$ cat config.mk
export PLATFORM = sky130hd
export DESIGN_NAME = inst_mem_stream_flat
export DESIGN_NICKNAME = d
export VERILOG_FILES = /design/src/rtl/inst_mem_pkg.sv /design/src/rtl/inst_mem_stream_if.sv /design/src/rtl/inst_mem_load_ctrl.sv /design/src/rtl/inst_mem_stream.sv /design/src/flat_wrapper.sv
export SDC_FILE = /design/constraint.sdc
export NUM_CORES = 2
export LEC_CHECK = 0
export BUFFER_PORTS_ARGS = -buffer_cell sky130_fd_sc_hd__buf_2
export CORE_MARGIN = 5
export CORE_UTILIZATION = 55
export CTS_CLUSTER_DIAMETER = 50
export CTS_CLUSTER_SIZE = 10
export DETAILED_ROUTE_END_ITERATION = 8
export GPL_ROUTABILITY_DRIVEN = 0
export PLACE_DENSITY_LB_ADDON = 0.25
export SYNTH_ARGS = -nofsm -noshare
export SYNTH_HDL_FRONTEND = slang
export SYNTH_SLANG_ARGS = --single-unit
$ cat constraint.sdc
create_clock -name clk -period 3.7 [get_ports clk]
set_input_delay 0.74 -clock clk [delete_from_list [all_inputs] [get_ports clk]]
set_output_delay 0.74 -clock clk [all_outputs]
set_load 0.005 [all_outputs]
$ cat src/rtl/inst_mem_pkg.sv
// Shared types for the streaming instruction memory: loader FSM states and default NOP word.
package inst_mem_pkg;

  typedef enum logic [1:0] {
    IDLE = 2'd0,
    LOAD = 2'd1,
    DONE = 2'd2
  } load_state_e;

  localparam logic [31:0] NOP_WORD_DEFAULT = 32'h0000_0000;

endpackage

$ cat src/rtl/inst_mem_stream_if.sv
// Bundle of loader stream, status and fetch signals for inst_mem_stream.
interface inst_mem_stream_if #(
  parameter int unsigned DATA_W = 32,
  parameter int unsigned DEPTH  = 64
);
  localparam int unsigned ADDR_W = $clog2(DEPTH);

  logic              load_start;
  logic [ADDR_W-1:0] load_base;
  logic [ADDR_W:0]   load_count;
  logic              ld_valid;
  logic [DATA_W-1:0] ld_data;
  logic              ld_ready;
  logic              load_busy;
  logic              load_done;
  logic [31:0]       fetch_addr;
  logic [DATA_W-1:0] inst;
  logic              inst_valid;
  logic              fetch_fault;

  modport master (
    output load_start, load_base, load_count, ld_valid, ld_data, fetch_addr,
    input  ld_ready, load_busy, load_done, inst, inst_valid, fetch_fault
  );

  modport slave (
    input  load_start, load_base, load_count, ld_valid, ld_data, fetch_addr,
    output ld_ready, load_busy, load_done, inst, inst_valid, fetch_fault
  );
endinterface

$ cat src/rtl/inst_mem_load_ctrl.sv
// Loader FSM for inst_mem_stream: tracks write pointer and remaining word count,
// produces ld_ready/load_busy/load_done and the array write strobe.
module inst_mem_load_ctrl
  import inst_mem_pkg::*;
#(
  parameter int unsigned DEPTH  = 64,
  parameter int unsigned ADDR_W = $clog2(DEPTH)
) (
  input  logic              clk,
  input  logic              rst_n,
  input  logic              load_start,
  input  logic [ADDR_W-1:0] load_base,
  input  logic [ADDR_W:0]   load_count,
  input  logic              ld_valid,
  output logic              ld_ready,
  output logic              load_busy,
  output logic              load_done,
  output logic              wr_en,
  output logic [ADDR_W-1:0] wr_addr
);

  localparam logic [ADDR_W:0] DEPTH_C = (ADDR_W+1)'(DEPTH);

  load_state_e       state_q, state_d;
  logic [ADDR_W-1:0] ptr_q, ptr_d;
  logic [ADDR_W:0]   rem_q, rem_d;
  logic [ADDR_W:0]   count_clamped;

  assign count_clamped = (load_count > DEPTH_C) ? DEPTH_C : load_count;
  assign wr_addr       = ptr_q;

  always_ff @(posedge clk or negedge rst_n) begin
    if (!rst_n) begin
      state_q <= IDLE;
      ptr_q   <= '0;
      rem_q   <= '0;
    end else begin
      state_q <= state_d;
      ptr_q   <= ptr_d;
      rem_q   <= rem_d;
    end
  end

  always_comb begin
    state_d   = state_q;
    ptr_d     = ptr_q;
    rem_d     = rem_q;
    ld_ready  = 1'b0;
    load_busy = 1'b1;
    load_done = 1'b0;
    wr_en     = 1'b0;
    case (state_q)
      IDLE: begin
        load_busy = 1'b0;
        if (load_start) begin
          ptr_d   = load_base;
          rem_d   = count_clamped;
          state_d = (count_clamped == '0) ? DONE : LOAD;
        end
      end
      LOAD: begin
        ld_ready = 1'b1;
        if (ld_valid) begin
          // pointer is ADDR_W wide, so DEPTH-1 -> 0 wraps naturally
          wr_en = 1'b1;
          ptr_d = ptr_q + 1'b1;
          rem_d = rem_q - 1'b1;
          if (rem_q == (ADDR_W+1)'(1)) state_d = DONE;
        end
      end
      DONE: begin
        load_done = 1'b1;
        state_d   = IDLE;
      end
      default: state_d = IDLE;
    endcase
  end

endmodule

$ cat src/rtl/inst_mem_stream.sv
// Instruction memory with combinational fetch and valid/ready stream loader.
// Define INSTMEM_FETCH_CHECK_EN to enable misaligned/out-of-range fetch faulting.
module inst_mem_stream
  import inst_mem_pkg::*;
#(
  parameter int unsigned       DATA_W   = 32,
  parameter int unsigned       DEPTH    = 64,
  parameter logic [DATA_W-1:0] NOP_WORD = DATA_W'(NOP_WORD_DEFAULT)
) (
  input logic              clk,
  input logic              rst_n,
  inst_mem_stream_if.slave bus
);

  localparam int unsigned ADDR_W = $clog2(DEPTH);

  logic [DATA_W-1:0] mem_q [DEPTH];
  logic              wr_en;
  logic [ADDR_W-1:0] wr_addr;
  logic [ADDR_W-1:0] idx;
  logic              fault;

  inst_mem_load_ctrl #(
    .DEPTH  (DEPTH),
    .ADDR_W (ADDR_W)
  ) u_ctrl (
    .clk        (clk),
    .rst_n      (rst_n),
    .load_start (bus.load_start),
    .load_base  (bus.load_base),
    .load_count (bus.load_count),
    .ld_valid   (bus.ld_valid),
    .ld_ready   (bus.ld_ready),
    .load_busy  (bus.load_busy),
    .load_done  (bus.load_done),
    .wr_en      (wr_en),
    .wr_addr    (wr_addr)
  );

  // Array is deliberately not reset; contents survive rst_n.
  always_ff @(posedge clk) begin
    if (wr_en) mem_q[wr_addr] <= bus.ld_data;
  end

  assign idx = bus.fetch_addr[ADDR_W+1:2];

`ifdef INSTMEM_FETCH_CHECK_EN
  assign fault = (bus.fetch_addr[1:0] != 2'b00) ||
                 (bus.fetch_addr >= 32'(4 * DEPTH));
`else
  logic unused_fetch_bits;
  assign unused_fetch_bits = ^{bus.fetch_addr[31:ADDR_W+2], bus.fetch_addr[1:0]};
  assign fault             = 1'b0;
`endif

  assign bus.fetch_fault = fault;

  always_comb begin
    bus.inst       = NOP_WORD;
    bus.inst_valid = 1'b0;
    if (!bus.load_busy && !fault) begin
      bus.inst       = mem_q[idx];
      bus.inst_valid = 1'b1;
    end
  end

endmodule

$ cat src/flat_wrapper.sv
// flat-port wrapper written by rule: the top's interface ports become plain ports
module inst_mem_stream_flat import inst_mem_pkg::*;
#(
  parameter int unsigned       DATA_W   = 32,
  parameter int unsigned       DEPTH    = 64,
  parameter logic [DATA_W-1:0] NOP_WORD = DATA_W'(NOP_WORD_DEFAULT)
)
  (clk, rst_n, bus_load_start, bus_load_base, bus_load_count, bus_ld_valid, bus_ld_data, bus_fetch_addr, bus_ld_ready, bus_load_busy, bus_load_done, bus_inst, bus_inst_valid, bus_fetch_fault);
  inst_mem_stream_if #(.DATA_W(DATA_W), .DEPTH(DEPTH)) bus_i ();
  input logic clk;
  input logic rst_n;
  input wire logic [$bits(bus_i.load_start)-1:0] bus_load_start;
  input wire logic [$bits(bus_i.load_base)-1:0] bus_load_base;
  input wire logic [$bits(bus_i.load_count)-1:0] bus_load_count;
  input wire logic [$bits(bus_i.ld_valid)-1:0] bus_ld_valid;
  input wire logic [$bits(bus_i.ld_data)-1:0] bus_ld_data;
  input wire logic [$bits(bus_i.fetch_addr)-1:0] bus_fetch_addr;
  output wire logic [$bits(bus_i.ld_ready)-1:0] bus_ld_ready;
  output wire logic [$bits(bus_i.load_busy)-1:0] bus_load_busy;
  output wire logic [$bits(bus_i.load_done)-1:0] bus_load_done;
  output wire logic [$bits(bus_i.inst)-1:0] bus_inst;
  output wire logic [$bits(bus_i.inst_valid)-1:0] bus_inst_valid;
  output wire logic [$bits(bus_i.fetch_fault)-1:0] bus_fetch_fault;
  assign bus_i.load_start = bus_load_start;
  assign bus_i.load_base = bus_load_base;
  assign bus_i.load_count = bus_load_count;
  assign bus_i.ld_valid = bus_ld_valid;
  assign bus_i.ld_data = bus_ld_data;
  assign bus_i.fetch_addr = bus_fetch_addr;
  assign bus_ld_ready = bus_i.ld_ready;
  assign bus_load_busy = bus_i.load_busy;
  assign bus_load_done = bus_i.load_done;
  assign bus_inst = bus_i.inst;
  assign bus_inst_valid = bus_i.inst_valid;
  assign bus_fetch_fault = bus_i.fetch_fault;
  inst_mem_stream #(.DATA_W(DATA_W), .DEPTH(DEPTH), .NOP_WORD(NOP_WORD)) u_core (.clk(clk), .rst_n(rst_n), .bus(bus_i));
endmodule
==> flow_summary_export.csv <==
group,metric,value,unit
cts,clkTransAtPathRegs,60,ps
grt,grt_pass1_wl,299300,um
synthesis,postSynthAreaPerCell,23.24,um2
power_and_ir_drop,power_density,554.7,nW/um2
critical_path,critical_path_arrival,2970,ps
status,violations,"setup timing",
synthesis,synth_area_leader_cell,"edfxtp_1",
synthesis,synth_edf_count,2048,
sta,fmax,0.2694,GHz
route,dr_wl_met2,104500,um
final_layout,final_util,64.88,%
final_layout,finalInstanceArea,93200,um2
critical_path,start_kind,"register",
sta,final.min_clock_period,3712,ps
final_layout,drive_gt1_share,36.32,%
route,wl,214700,um
synthesis,seq_area_frac_synth,77.81,%
sta,layout_setup_ws,-12.14,ps
synthesis,synth_seq_cells,2063,
sta,relSlewSlack,18.58,%
grt,grt-ovfl-total,0,
synthesis,netlist.area_leader.share,77.34,%
route,dr_total_vias,40051,
route,antenna_left,0,
route,drt_iter0_markers,5274,
synthesis,synth_cells,3421,
synthesis,synth.distinct_cells,55,
synthesis,synth.area.top_cells,"edfxtp_1 (77%), mux4_2 (16%), mux2i_1 (1.2%)",
job,cap_violations,0,
sta,hold_viol_final,0,
final_layout,final_nets,4020,
route,routed.top_layer,"met5",
sta,fin_setup_tns,-12.14,ps
synthesis,synth_flop_cell,"edfxtp_1",
placement,dp_worst_setup_slack,-379.5,ps
floorplan,die_w,390.2,um
synthesis,synth_fp_nets,3505,
floorplan,num_rows,139,
sta,final_max_slew_viol_count,0,
floorplan,die_area,152300,um2
final_layout,layout.cells.non_filler,5905,
route,vias_per_cell,6.783,
critical_path,worst-r2r-cell-count,8,
floorplan,start_util,55.35,%
sta,rsz0062_at_grt,"true",
placement,dpl.hpwl,121200,um
route,detailedRoute.firstPassIterationCount,5,
critical_path,end_kind,"output port",
cts,clk_path_buf_depth,3,
cts,clockRootBuffer,"clkbuf_16",
synthesis,synth_warnings,0,
cts,cts_buffers,229,
placement,postPlaceCellArea,85480,um2
critical_path,required,2960,ps
sta,finalSetupViolations,1,
critical_path,path_class,"reg -> out",
cts,worstSkewPairLatency,850,ps
placement,io_buffers,90,
worst_hold_path,whs_path_depth,3,
cts,clock-sinks,2063,
cts,cts_tree,"done",
grt,antenna_found_initial,23,
synthesis,syn_area,79520,um2
cts,htreeDepth,4,
critical_path,crit_fanout,1,
sta,period_share,100.3,%
status,status,"complete, but fails checks",
floorplan,ios,118,
final_layout,area_growth_syn_to_layout,17.20,%
floorplan,core_area,143700,um2
synthesis,async_flop_share,0.7271,%
synthesis,synth_most_common_cell,"edfxtp_1",
grt,grt_max_degree,65,
floorplan,die_height,390.2,um
grt,grt_pass1_vias,40790,
sta,fin_skew,22.92,ps
placement,dp_cells,5555,
route,routedWlPerCell,36.36,um
route,drc,0,
route,met3WireLength,26050,um
worst_hold_path,hold_class,"in -> reg",
route,drt-met1-wl,75700,um
sta,tightest_slew,1221,ps
power_and_ir_drop,leakagePower,29.68,nW
grt,grt_usage,28.20,%
power_and_ir_drop,vdd_drop_max,0.5336,mV
synthesis,synth_common_cells,"edfxtp_1 (2048), mux4_2 (562), nor2_1 (108), mux2i_1 (98), buf_2 (72)",
[timing repair]
action	in CTS	in global routing
gates cloned	7	8
setup buffers	16	23
endpoints found under the hold margin	15	0
gates resized for setup	100	53
pin swaps	10	12
setup endpoints to repair	32	31
hold buffers	1	0
[worst max-delay path, stage by stage (launching register included)]
cell and delay, ps:
edfxtp_1 410, mux4_2 490, mux4_2 560, a22oi_2 230, buf_6 180, o21ai_4 90, buf_2 150
[per-stage QoR]
step                      hold slack, ps  power [mW]
after detailed placement           516.4       31.92
after CTS                          80.48       51.73
after global routing               104.5       53.23
after global placement             490.3       31.73
final                              143.4       51.70
after floorplan                    444.4       29.25
[worst paths after layout]
kind | from | end | slack [ps]
min in group asynchronous | rst_n | u_core.u_ctrl.wr_addr[4] | 340
setup / recovery | u_core.mem_q[29][5] | bus_inst[5] | -10
hold reg to reg | u_core.u_ctrl.rem_q[4] | u_core.u_ctrl.rem_q[4] | 530
max in group asynchronous | rst_n | u_core.u_ctrl.state_q[1] | 3070
setup reg to reg | u_core.u_ctrl.state_q[0] | u_core.mem_q[48][22] | 710
hold / removal | bus_load_base[0] | u_core.u_ctrl.wr_addr[0] | 140
[layer usage]
layer | vias to the layer above | GRT usage [%]
met3 | 463 | 8.799
met2 | 2728 | 44.80
met5 | - | 0
met1 | 21250 | 37.32
li1 | 15602 | -
met4 | 8 | 10.63
[registers in the layout, indices dropped and copies added (netlist names)]
| signal | count |
|---|---|
| u_core.mem_q | 2048 |
| u_core.u_ctrl.rem_q | 7 |
| u_core.u_ctrl.state_q | 2 |
| u_core.u_ctrl.wr_addr | 6 |
[layout make-up]
type	count	area, um2
diodes	7	17.52
inverters	9	40.04
clock buffers	262	5886
fillers	9089	50460
flip-flops and latches	2063	61880
clock inverters	28	365.4
repair buffers	477	5231
multi-input cells	1156	17400
well taps	1903	2381
[report_power, final]
group,switching [mW],total (mW),leakage [nW],internal (mW)
Clock,8.52,19.8,3.06,11.3
Combinational,3.29,5.27,8.03,1.98
Sequential,0.305,26.6,18.6,26.3
Total,12.1,51.7,29.7,39.6
[kinds of logic (layout without fill, tap and decap cells)]
family	after synthesis	in the layout	share of synthesized area, %
compound gates	224	224	1.813
simple gates	256	256	1.496
mux	672	672	17.32
fa+ha+maj	3	3	0.04721
buf+inv	202	776	1.507
flops	2063	2063	77.81
other cells	1	8	0.004716
[cell usage in the layout, fill, tap and decap left out, types with 28 or more instances in the layout]
cell type,Yosys,final
clkbuf_16,0,238
nand2_1,45,42
mux4_2,562,562
clkbuf_1,42,31
mux2i_1,98,89
o22ai_1,34,28
edfxtp_1,2048,2048
buf_4,38,244
nor2_1,108,44
buf_12,1,95
a21oi_1,58,49
buf_2,72,85
nor2_4,0,64
No activity file was read; power rests on OpenSTA's default activity.
